$ cat src/rtl/mux_scan_pkg.sv
// mux_scan_pkg: shared types and helpers for the mux scan sequencer.
// Optional feature macro used by the consumers of this package: SCAN_MASK_EN.
package mux_scan_pkg;

  // Number of mux data inputs and the width of the select bus that addresses them.
  localparam int NUM_CHANNELS = 4;
  localparam int SEL_W        = 2;

  // State encodings, kept as plain constants so legacy code can compare against them.
  localparam logic [1:0] ST_IDLE   = 2'd0;
  localparam logic [1:0] ST_SETTLE = 2'd1;
  localparam logic [1:0] ST_SAMPLE = 2'd2;
  localparam logic [1:0] ST_DONE   = 2'd3;

  typedef enum logic [1:0] {
    IDLE   = ST_IDLE,
    SETTLE = ST_SETTLE,
    SAMPLE = ST_SAMPLE,
    DONE   = ST_DONE
  } scan_state_e;

  // Result of a channel search: whether an enabled channel exists, and which one.
  typedef struct packed {
    logic             found;
    logic [SEL_W-1:0] idx;
  } chan_pick_t;

  // Settle counter width: wide enough to hold the settle count, never zero bits.
  function automatic int cnt_width(input int settle);
    return (settle < 2) ? 1 : $clog2(settle + 1);
  endfunction

  // Lowest enabled channel whose number is >= from. from may be NUM_CHANNELS,
  // which yields found=0 and signals that the scan has run out of channels.
  function automatic chan_pick_t next_enabled(input logic [NUM_CHANNELS-1:0] mask,
                                              input logic [SEL_W:0]          from);
    chan_pick_t pick;
    pick = '0;
    // Walk downwards so the lowest qualifying channel is the one left standing.
    for (int c = NUM_CHANNELS - 1; c >= 0; c--) begin
      if (mask[c] && (c >= int'(from))) begin
        pick.found = 1'b1;
        pick.idx   = SEL_W'(c);
      end
    end
    return pick;
  endfunction

endpackage

$ cat src/rtl/mux_scan_sequencer_settle_counter.sv
// settle_counter: loadable down-counter that times the dwell on each mux channel.
// The zero flag is asserted while the decrement in progress brings the count to
// zero, so the owner can leave the dwell on exactly the edge the count expires.
// Used by mux_scan_sequencer (optional feature macro there: SCAN_MASK_EN).
module settle_counter
  import mux_scan_pkg::*;
#(
  parameter int SETTLE_CYCLES = 1
) (
  input  logic clk,
  input  logic rst_n,
  input  logic load,
  input  logic dec,
  output logic zero
);

  localparam int CNT_W = cnt_width(SETTLE_CYCLES);

  logic [CNT_W-1:0] count_q;

  // Load the full settle count on request, otherwise count down and stop at zero.
  // NOTE: clocked state uses <= so every register samples pre-edge values; a blocking
  // assignment here would let later reads in the same block see the new value.
  always_ff @(posedge clk or negedge rst_n) begin
    if (!rst_n) begin
      count_q <= '0;
    end else if (load) begin
      count_q <= CNT_W'(SETTLE_CYCLES);
    end else if (dec && (count_q != '0)) begin
      count_q <= count_q - CNT_W'(1);
    end
  end

  assign zero = (count_q <= CNT_W'(1));

endmodule

$ cat src/rtl/mux_scan_sequencer.sv
// mux_scan_sequencer: steps the 4:1 mux selects through channels 0..3, dwells
// SETTLE_CYCLES on each, samples mux_out, and hands the 4-bit word out over a
// valid/ready handshake.
// Optional feature macro: SCAN_MASK_EN adds chan_mask; disabled channels are
// skipped without spending cycles and read back as 0.
module mux_scan_sequencer
  import mux_scan_pkg::*;
#(
  parameter int SETTLE_CYCLES = 1
) (
  input  logic                    clk,
  input  logic                    rst_n,
  input  logic                    start,
  input  logic                    mux_out,
  output logic                    s1,
  output logic                    s0,
  output logic                    busy,
  output logic [NUM_CHANNELS-1:0] result,
  output logic                    result_valid,
  input  logic                    result_ready
`ifdef SCAN_MASK_EN
  ,
  input  logic [NUM_CHANNELS-1:0] chan_mask
`endif
);

  // With no settle time the dwell collapses and every channel goes straight to SAMPLE.
  localparam scan_state_e DWELL_STATE = (SETTLE_CYCLES == 0) ? SAMPLE : SETTLE;
  localparam logic [SEL_W-1:0] SEL_LAST = SEL_W'(NUM_CHANNELS - 1);

  scan_state_e               state_q;
  logic [SEL_W-1:0]          idx_q;
  logic [SEL_W-1:0]          sel_q;
  logic [NUM_CHANNELS-1:0]   result_q;
  chan_pick_t                first_pick;
  chan_pick_t                next_pick;
  logic                      cnt_load;
  logic                      cnt_dec;
  logic                      cnt_zero;

`ifdef SCAN_MASK_EN
  logic [NUM_CHANNELS-1:0]   mask_q;

  // Capture the channel mask on the start edge so it stays fixed for the whole scan.
  always_ff @(posedge clk or negedge rst_n) begin
    if (!rst_n) begin
      mask_q <= '0;
    end else if ((state_q == IDLE) && start) begin
      mask_q <= chan_mask;
    end
  end
`endif

  // Decide which channel a new scan starts on and which channel follows the current one.
  // NOTE: every output of a combinational block gets a value on every path (defaults
  // first), otherwise synthesis has to remember the old value and infers a latch.
  always_comb begin
    first_pick = '0;
    next_pick  = '0;
`ifdef SCAN_MASK_EN
    first_pick = next_enabled(chan_mask, '0);
    next_pick  = next_enabled(mask_q, {1'b0, idx_q} + (SEL_W + 1)'(1));
`else
    first_pick.found = 1'b1;
    first_pick.idx   = '0;
    next_pick.found  = (idx_q != SEL_LAST);
    next_pick.idx    = idx_q + SEL_W'(1);
`endif
  end

  // Reload the settle counter whenever a channel's dwell begins; count down while settling.
  always_comb begin
    cnt_load = 1'b0;
    cnt_dec  = 1'b0;
    case (state_q)
      IDLE:    cnt_load = start;
      SETTLE:  cnt_dec  = 1'b1;
      SAMPLE:  cnt_load = next_pick.found;
      default: ;
    endcase
  end

  settle_counter #(
    .SETTLE_CYCLES(SETTLE_CYCLES)
  ) u_settle_counter (
    .clk  (clk),
    .rst_n(rst_n),
    .load (cnt_load),
    .dec  (cnt_dec),
    .zero (cnt_zero)
  );

  // Scan sequencer: select stepping, sampling into the result word, and the output handshake.
  always_ff @(posedge clk or negedge rst_n) begin
    if (!rst_n) begin
      state_q  <= IDLE;
      idx_q    <= '0;
      sel_q    <= '0;
      result_q <= '0;
    end else begin
      case (state_q)
        IDLE: begin
          if (start) begin
            result_q <= '0;
            idx_q    <= first_pick.idx;
            if (first_pick.found) begin
              sel_q   <= first_pick.idx;
              state_q <= DWELL_STATE;
            end else begin
              // Nothing enabled: the (empty) word is ready one edge after start.
              sel_q   <= SEL_LAST;
              state_q <= DONE;
            end
          end
        end
        SETTLE: begin
          if (cnt_zero) begin
            state_q <= SAMPLE;
          end
        end
        SAMPLE: begin
          result_q[idx_q] <= mux_out;
          if (next_pick.found) begin
            // Select moves on the sampling edge, so the next dwell starts immediately.
            idx_q   <= next_pick.idx;
            sel_q   <= next_pick.idx;
            state_q <= DWELL_STATE;
          end else begin
            sel_q   <= SEL_LAST;
            state_q <= DONE;
          end
        end
        DONE: begin
          // start is deliberately ignored here, including on the handshake edge.
          if (result_ready) begin
            sel_q   <= '0;
            state_q <= IDLE;
          end
        end
        default: state_q <= IDLE;
      endcase
    end
  end

  assign {s1, s0}     = sel_q;
  assign busy         = (state_q != IDLE);
  assign result_valid = (state_q == DONE);
  assign result       = result_q;

endmodule
$ cat config.mk
export PLATFORM = sky130hd
export DESIGN_NAME = mux_scan_sequencer
export DESIGN_NICKNAME = d
export VERILOG_FILES = /design/src/rtl/mux_scan_pkg.sv /design/src/rtl/mux_scan_sequencer_settle_counter.sv /design/src/rtl/mux_scan_sequencer.sv
export SDC_FILE = /design/constraint.sdc
export NUM_CORES = 1
export LEC_CHECK = 0
export CAP_MARGIN = 20
export CORE_AREA = 2 2 39 41
export CTS_CLUSTER_DIAMETER = 200
export DETAILED_ROUTE_END_ITERATION = 8
export DIE_AREA = 0 0 41 43
export PLACE_DENSITY = 0.65
export SETUP_SLACK_MARGIN = 0.15
export SLEW_MARGIN = 20
export SYNTH_ARGS = -nofsm -noshare
export SYNTH_HDL_FRONTEND = slang
export SYNTH_SLANG_ARGS = --single-unit
$ cat constraint.sdc
create_clock -name clk -period 1.65 [get_ports clk]
set_input_delay 0.33 -clock clk [delete_from_list [all_inputs] [get_ports clk]]
set_output_delay 0.33 -clock clk [all_outputs]
set_load 0.03 [all_outputs]
### Yosys cells after proc, flatten, opt, wreduce, memory -nomap -nowiden

Index checks and enable logic that the tools add are counted.

| storage, ports and cells | value |
|---|---|
| register bits | 11 |
| latch bits | 0 |
| bits in writable memories | 0 |
| memory bits (read-only) | 0 |
| input bits | 5 |
| output and inout port bits | 8 |
| memories kept | 0 |

| operators by class | value |
|---|---|
| add/sub/neg operators | 2 |
| multiply operators | 0 |
| divide/modulo/power cells | 0 |
| order comparisons | 3 |
| equality and inequality tests | 8 |
| shifts and indexed selects | 0 |
| mux-type cells | 19 |
| bitwise logic cells | 0 |
| reductions and logical operators | 11 |

Operators with widths:

| cell | count |
|---|---|
| 2-to-1 mux 2 bit | 7 |
| AND reduction 3 bit | 3 |
| inequality test 2 bit, second input constant | 4 |
| case mux 2 bit (4 select lines) | 1 |
| case mux 4 bit (2 select lines) | 1 |
| case mux 2 bit (3 select lines) | 1 |
| nonzero test 2 bit | 3 |
| bitwise mux 4 bit | 1 |
| == test 2 bit, second input constant | 2 |
| 2-to-1 mux 1 bit | 4 |
| 2-to-1 mux 4 bit | 1 |
| case mux 2 bit (2 select lines) | 1 |
| less-than comparator 2 x 3 -> 1 bit, second input constant | 1 |
| nonzero test 3 bit | 1 |
| adder 2 x 1 -> 2 bit, second input constant | 1 |
| demux 1 bit (select 2 bit) | 1 |
| == test 2 x 1 -> 1 bit, second input constant | 1 |
| greater-or-equal comparator 2 x 1 -> 1 bit, second input constant | 1 |
| logical AND 1 bit | 2 |
| zero test 2 bit | 1 |
| inequality test 2 x 1 -> 1 bit, second input constant | 1 |
| case mux 1 bit (2 select lines) | 1 |
| AND reduction 2 bit | 1 |
| <= comparator 1 bit, second input constant | 1 |
| subtractor 1 bit, second input constant | 1 |

### Longest topological paths before layout

| logic depth | value |
|---|---|
| depth after elaboration | 6 |
| depth in mapped cells | 4 |
| mapped depth without buffers | 4 |

### Cells and area by module

Synthesis repeated with hierarchy kept, for this count alone.

| second synthesis, totals | value |
|---|---|
| cells, all modules | 57 |
| area, all modules | 629.4 µm² |

By module, submodules not included:

| module | instances | cells each | area each (µm²) |
|---|---|---|---|
| mux_scan_sequencer | 1 | 55 | 618.1 |
| settle_counter | 1 | 2 | 11.3 |

### Least setup slack after synthesis

OpenSTA, ideal clock, no wires.

| timing | value |
|---|---|
| path kind | reg-to-reg |
| start | register idx_q[0] |
| end | register result_q[0] (netlist: result[0]) |
| library setup time | 0.121 ns |
| arrival time | 1.139 ns |
| path slack | 0.390 ns |
| stages on the path, launching flop included | 5 |
| clock period less this slack | 1.260 ns |
| cell sequence | dfrtp_1 -> inv_1 -> ha_1 -> mux2_2 -> a22o_1 |

| on the way | value |
|---|---|
| cells in the longest elaborated chain, start to end | 6 |
| elaborated cells between the ends (all ways) | 7 |
| classes of those cells | order compare (2); mux (4); reduce/logical (1) |

RTL lines:

| what | RTL line | source |
|---|---|---|
| start: declaration | mux_scan_sequencer.sv:32 | `logic [SEL_W-1:0] idx_q;` |
| start signal: assignment | mux_scan_sequencer.sv:105 | `idx_q <= first_pick.idx;` |
| start signal: assignment | mux_scan_sequencer.sv:125 | `idx_q <= next_pick.idx;` |
| less-than comparator 2 x 3 -> 1 bit (not written as such) / greater-or-equal comparator 2 x 1 -> 1 bit (equally long branches) | mux_scan_sequencer.sv:122 | `result_q[idx_q] <= mux_out;` |
| logical AND 1 bit (not written as such) | mux_scan_sequencer.sv:122 |  |
| 2-to-1 mux 1 bit (not written as such) | mux_scan_sequencer.sv:122 |  |
| demux 1 bit (select 2 bit) * | mux_scan_sequencer.sv:122 |  |
| bitwise mux 4 bit * | mux_scan_sequencer.sv:122 |  |
| case mux 4 bit (2 select lines) * | mux_scan_sequencer.sv:101 | `case (state_q)` |
| end signal: indexed assignment | mux_scan_sequencer.sv:122 |  |
| end: declaration | mux_scan_sequencer.sv:34 | `logic [NUM_CHANNELS-1:0] result_q;` |

Mark *: on every way between the ends. The rest lies on a longest branch, timed or not.
A chain may end at the register's enable or synchronous reset.

### Final worst setup path

| timing | value |
|---|---|
| start | register state_q[0] |
| end | output port result_valid |

| on the way | value |
|---|---|
| cells in the longest elaborated chain, start to end | 1 |

RTL lines:

| what | RTL line | source |
|---|---|---|
| start: declaration | mux_scan_sequencer.sv:31 | `scan_state_e state_q;` |
| start signal: assignment | mux_scan_sequencer.sv:96 | `state_q <= IDLE;` |
| start signal: assignment | mux_scan_sequencer.sv:108 | `state_q <= DWELL_STATE;` |
| start signal: assignment | mux_scan_sequencer.sv:112 | `state_q <= DONE;` |
| == test 2 bit | mux_scan_sequencer.sv:147 | `assign result_valid = (state_q == DONE);` |
| end: declaration | mux_scan_sequencer.sv:19 | `output logic result_valid,` |

No other way between the ends.

==> run summary <==
* **GRT Resource Usage Total** 0.1442
* **stage delay of the slowest cell on the critical path** 0.38 ns
* **Worst EP required** 1.32 ns
* **IO Count** 13
* **endpoint class of the critical path** output port
* **Post-Route WL** 999 µm
* **Storage cell area** 250.2 µm²
* **cell with the largest stage delay on the worst path** sky130_fd_sc_hd__dfrtp_1
* **post-synth design cell area** 514.2 µm²
* **post-route cell area** 683.2 µm²
* **leakage** 0.3385 nW
* **Relative slew margins** 0.6889
* **Critical Path Source Type** flip-flop
* **number of iterations in the first detailed-routing pass** 2
* **Max clock buf depth** 2
* **FMAX** 0.6843 GHz
* **# diodes** 0
* **number of standard cells after synthesis** 44
* **area of the multi-input gates** 247.7 µm²
* **Antenna Violating Nets Remaining** 0
* **IR Drop Worst-Case VDD** 0.0008807 V
* **detailed router's first-iteration violation count** 2
* **count of different cell masters after synthesis** 15
* **r2r endpoint** result[0]
* **Power per Cell Area** 2008 nW/µm²
* **final hold vios** 0
* **synthesis-stage register bit count** 10
* **total setup buffers inserted after CTS** 0
* **worst path setup slack after routing** 0.1886 ns
* **DP Wirelength** 720.9 µm
* **total nets after synthesis** 53
* **Least-Margin Pin Slew** 0.4652 ns
* **peak fanout along the critical path** 7
* **clock latency of the later-clocked register in the worst-skew pair** 0.26 ns
* **synthesized area divided by synthesized cell count** 11.69 µm²
* **Placement Cell Area** 669.4 µm²
* **DR WL/cell** 12.97 µm
* **largest net degree at the start of global routing** 13
* **FF-to-FF path depth** 4
* **share of the yosys chip area belonging to registers** 0.4866
* **clock tree skew after final layout** 0.001463 ns
* **cell breakdown of the critical path** buf_4 > and2_1 > buf_4
* **fraction of the core area covered by cells at the end of the flow** 0.4937
* **warning count from the yosys run** 0
* **number of I/O port buffers** 12
* **aggregate global routing overflow** 0
* **worst slack, placed** 0.09550 ns
* **CTS tree** built
* **global-route wire length before repair** 1635 µm
* **Site Rows** 14
* **most common cell after layout, fill and taps aside** sky130_fd_sc_hd__dfrtp_1
* **reg2reg setup slack** 0.29 ns
* **proportion of layout cells with a drive suffix above 1** 0.2295
* **final count of pins violating max slew** 0
* **fin crit share** 0.8857
* **reg-to-reg critical path startpoint** idx_q[0]
* **Routability Congestion** 0.7971
* **Area Growth Syn to Fin** 32.85%
* **routed via count divided by cell count** 4.935
* **hold_ws** 0.3874 ns
* **number of nets in the final layout** 72
* **level count of the clock H-tree** 1
* **# placed instances** 74
* **most used cell, CP** sky130_fd_sc_hd__buf_4
* **complex-gate fraction of the synthesized area** 0.2044
* **Setup violations, final** 0
* **routed vias** 380
* **data arrival time of the worst path** 1.13 ns
* **master cell of the clock root buffer** sky130_fd_sc_hd__clkbuf_4
* **clock transition at the register clock pins on the worst setup and hold paths after CTS** 0.06 ns
* **die height** 43 µm
* **combinational family with the most area after synthesis** compound AO/OA/AOI/OAI gates
* **unrepaired setup endpoints after global routing** false
* **vias in the first global route** 388
* **xor/xnor cell area share of the yosys netlist** 0
* **multiplexer share of the synthesized area** 0.1095
* **clock buffer count from CTS** 3
* **initial standard-cell utilization of the core** 0.3716
* **most frequent cells in the layout** 10 x sky130_fd_sc_hd__dfrtp_1, 7 x sky130_fd_sc_hd__a22o_1, 6 x sky130_fd_sc_hd__dlygate4sd2_1, 5 x sky130_fd_sc_hd__mux2_2
* **Synth Area in Adders** 0.09732
* **total core area** 1384 µm²
* **setup tns final** 0 ns
* **number of filler instances in the final layout** 138
* **DRC violation count after routing** 0
* **minimum clock period after layout** 1.461 ns
* **x dimension of the die** 41 µm
* **area of the die** 1763 µm²
* **CTS sink cnt** 10
* **number of antenna violations at the first check in global routing** 0
* **Layout Cells excl Fill** 77
* **Max-cap violations** 0
* **Critical Path Source** state_q[0]
* **crit path kind** reg -> out
* **run status** complete, no violations
* **Hold/Removal Path Class** in -> async
* **post-synthesis simple-gate area fraction** 0.07056
* **Total Power Consumption** 1.372 mW
synthesized netlist by cell type (all sizes together):
cell type  number  area [µm²]
buf             1       5.000
or2             1       6.260
a22o            7       61.31
a21oi           3       15.01
nor2            2       7.510
o22ai           1       6.260
o21ai           1       5.000
o2bb2ai         2       17.52
mux2            5       56.30
and2            1       6.260
dfrtp          10       250.2
ha              4       50.05
nand2           1       3.750
inv             3       11.26
nor2b           2       12.51
flip-flops by register name (all words and copies together), names as in the netlist:
signal and cells:
idx_q 2, result 4, sel_q 2, state_q 2
area by class of cell:
type / count / share of cell area
flip-flops and latches: 10 / 0.3663
multi-input cells: 30 / 0.3626
repair buffers: 15 / 0.1923
clock buffers: 3 / 0.03297
well taps: 16 / 0.02930
inverters: 3 / 0.01648
power by group:
part / total, mW / internal (mW) / switching, mW / leakage, nW
sequential: 0.425 / 0.350 / 0.0747 / 0.126
combinational: 0.783 / 0.353 / 0.430 / 0.198
clock: 0.164 / 0.0842 / 0.0803 / 0.0138
cell families (layout without fill, tap and decap cells):
kind of cell,Yosys count,after routing
AOI/OAI and AO/OA,14,14
adders and majority gates,4,4
buffers and inverters,4,21
DFF,10,10
muxes,5,5
and+or+nand+nor,7,7
worst max-delay path, delay by kind of cell (launching register included):
kind / cells / cell delay [ns]
buffers and inverters: 2 / 0.33
and+or+nand+nor: 1 / 0.17
DFF: 1 / 0.38
what timing repair did:
| item | CTS | global route |
|---|---|---|
| gates cloned | 0 | 0 |
| hold buffers | 0 | 0 |
| pin swaps | 0 | 0 |
| gates resized for setup | 7 | 3 |
| setup endpoints to repair | 7 | 2 |
worst max path at each step:
stage,slack [ns],to
3_3_place_gp,0.1,busy
6_report,0.19,result_valid
5_1_grt,0.16,result_valid
4_1_cts,0.04,busy
2_1_floorplan,0.39,result[0]
3_5_place_dp,0.1,busy
per-layer routing:
| layer | global-route usage | wire, µm | vias to the layer above |
|---|---|---|---|
| li1 | - | - | 194 |
| met1 | 0.1767 | 504 | 178 |
| met2 | 0.1938 | 456 | 6 |
| met3 | 0.04712 | 27 | 2 |
| met4 | 0.1200 | 11 | 0 |
| met5 | 0 | 0 | - |
Note: power is estimated with default switching activity, not from simulation.
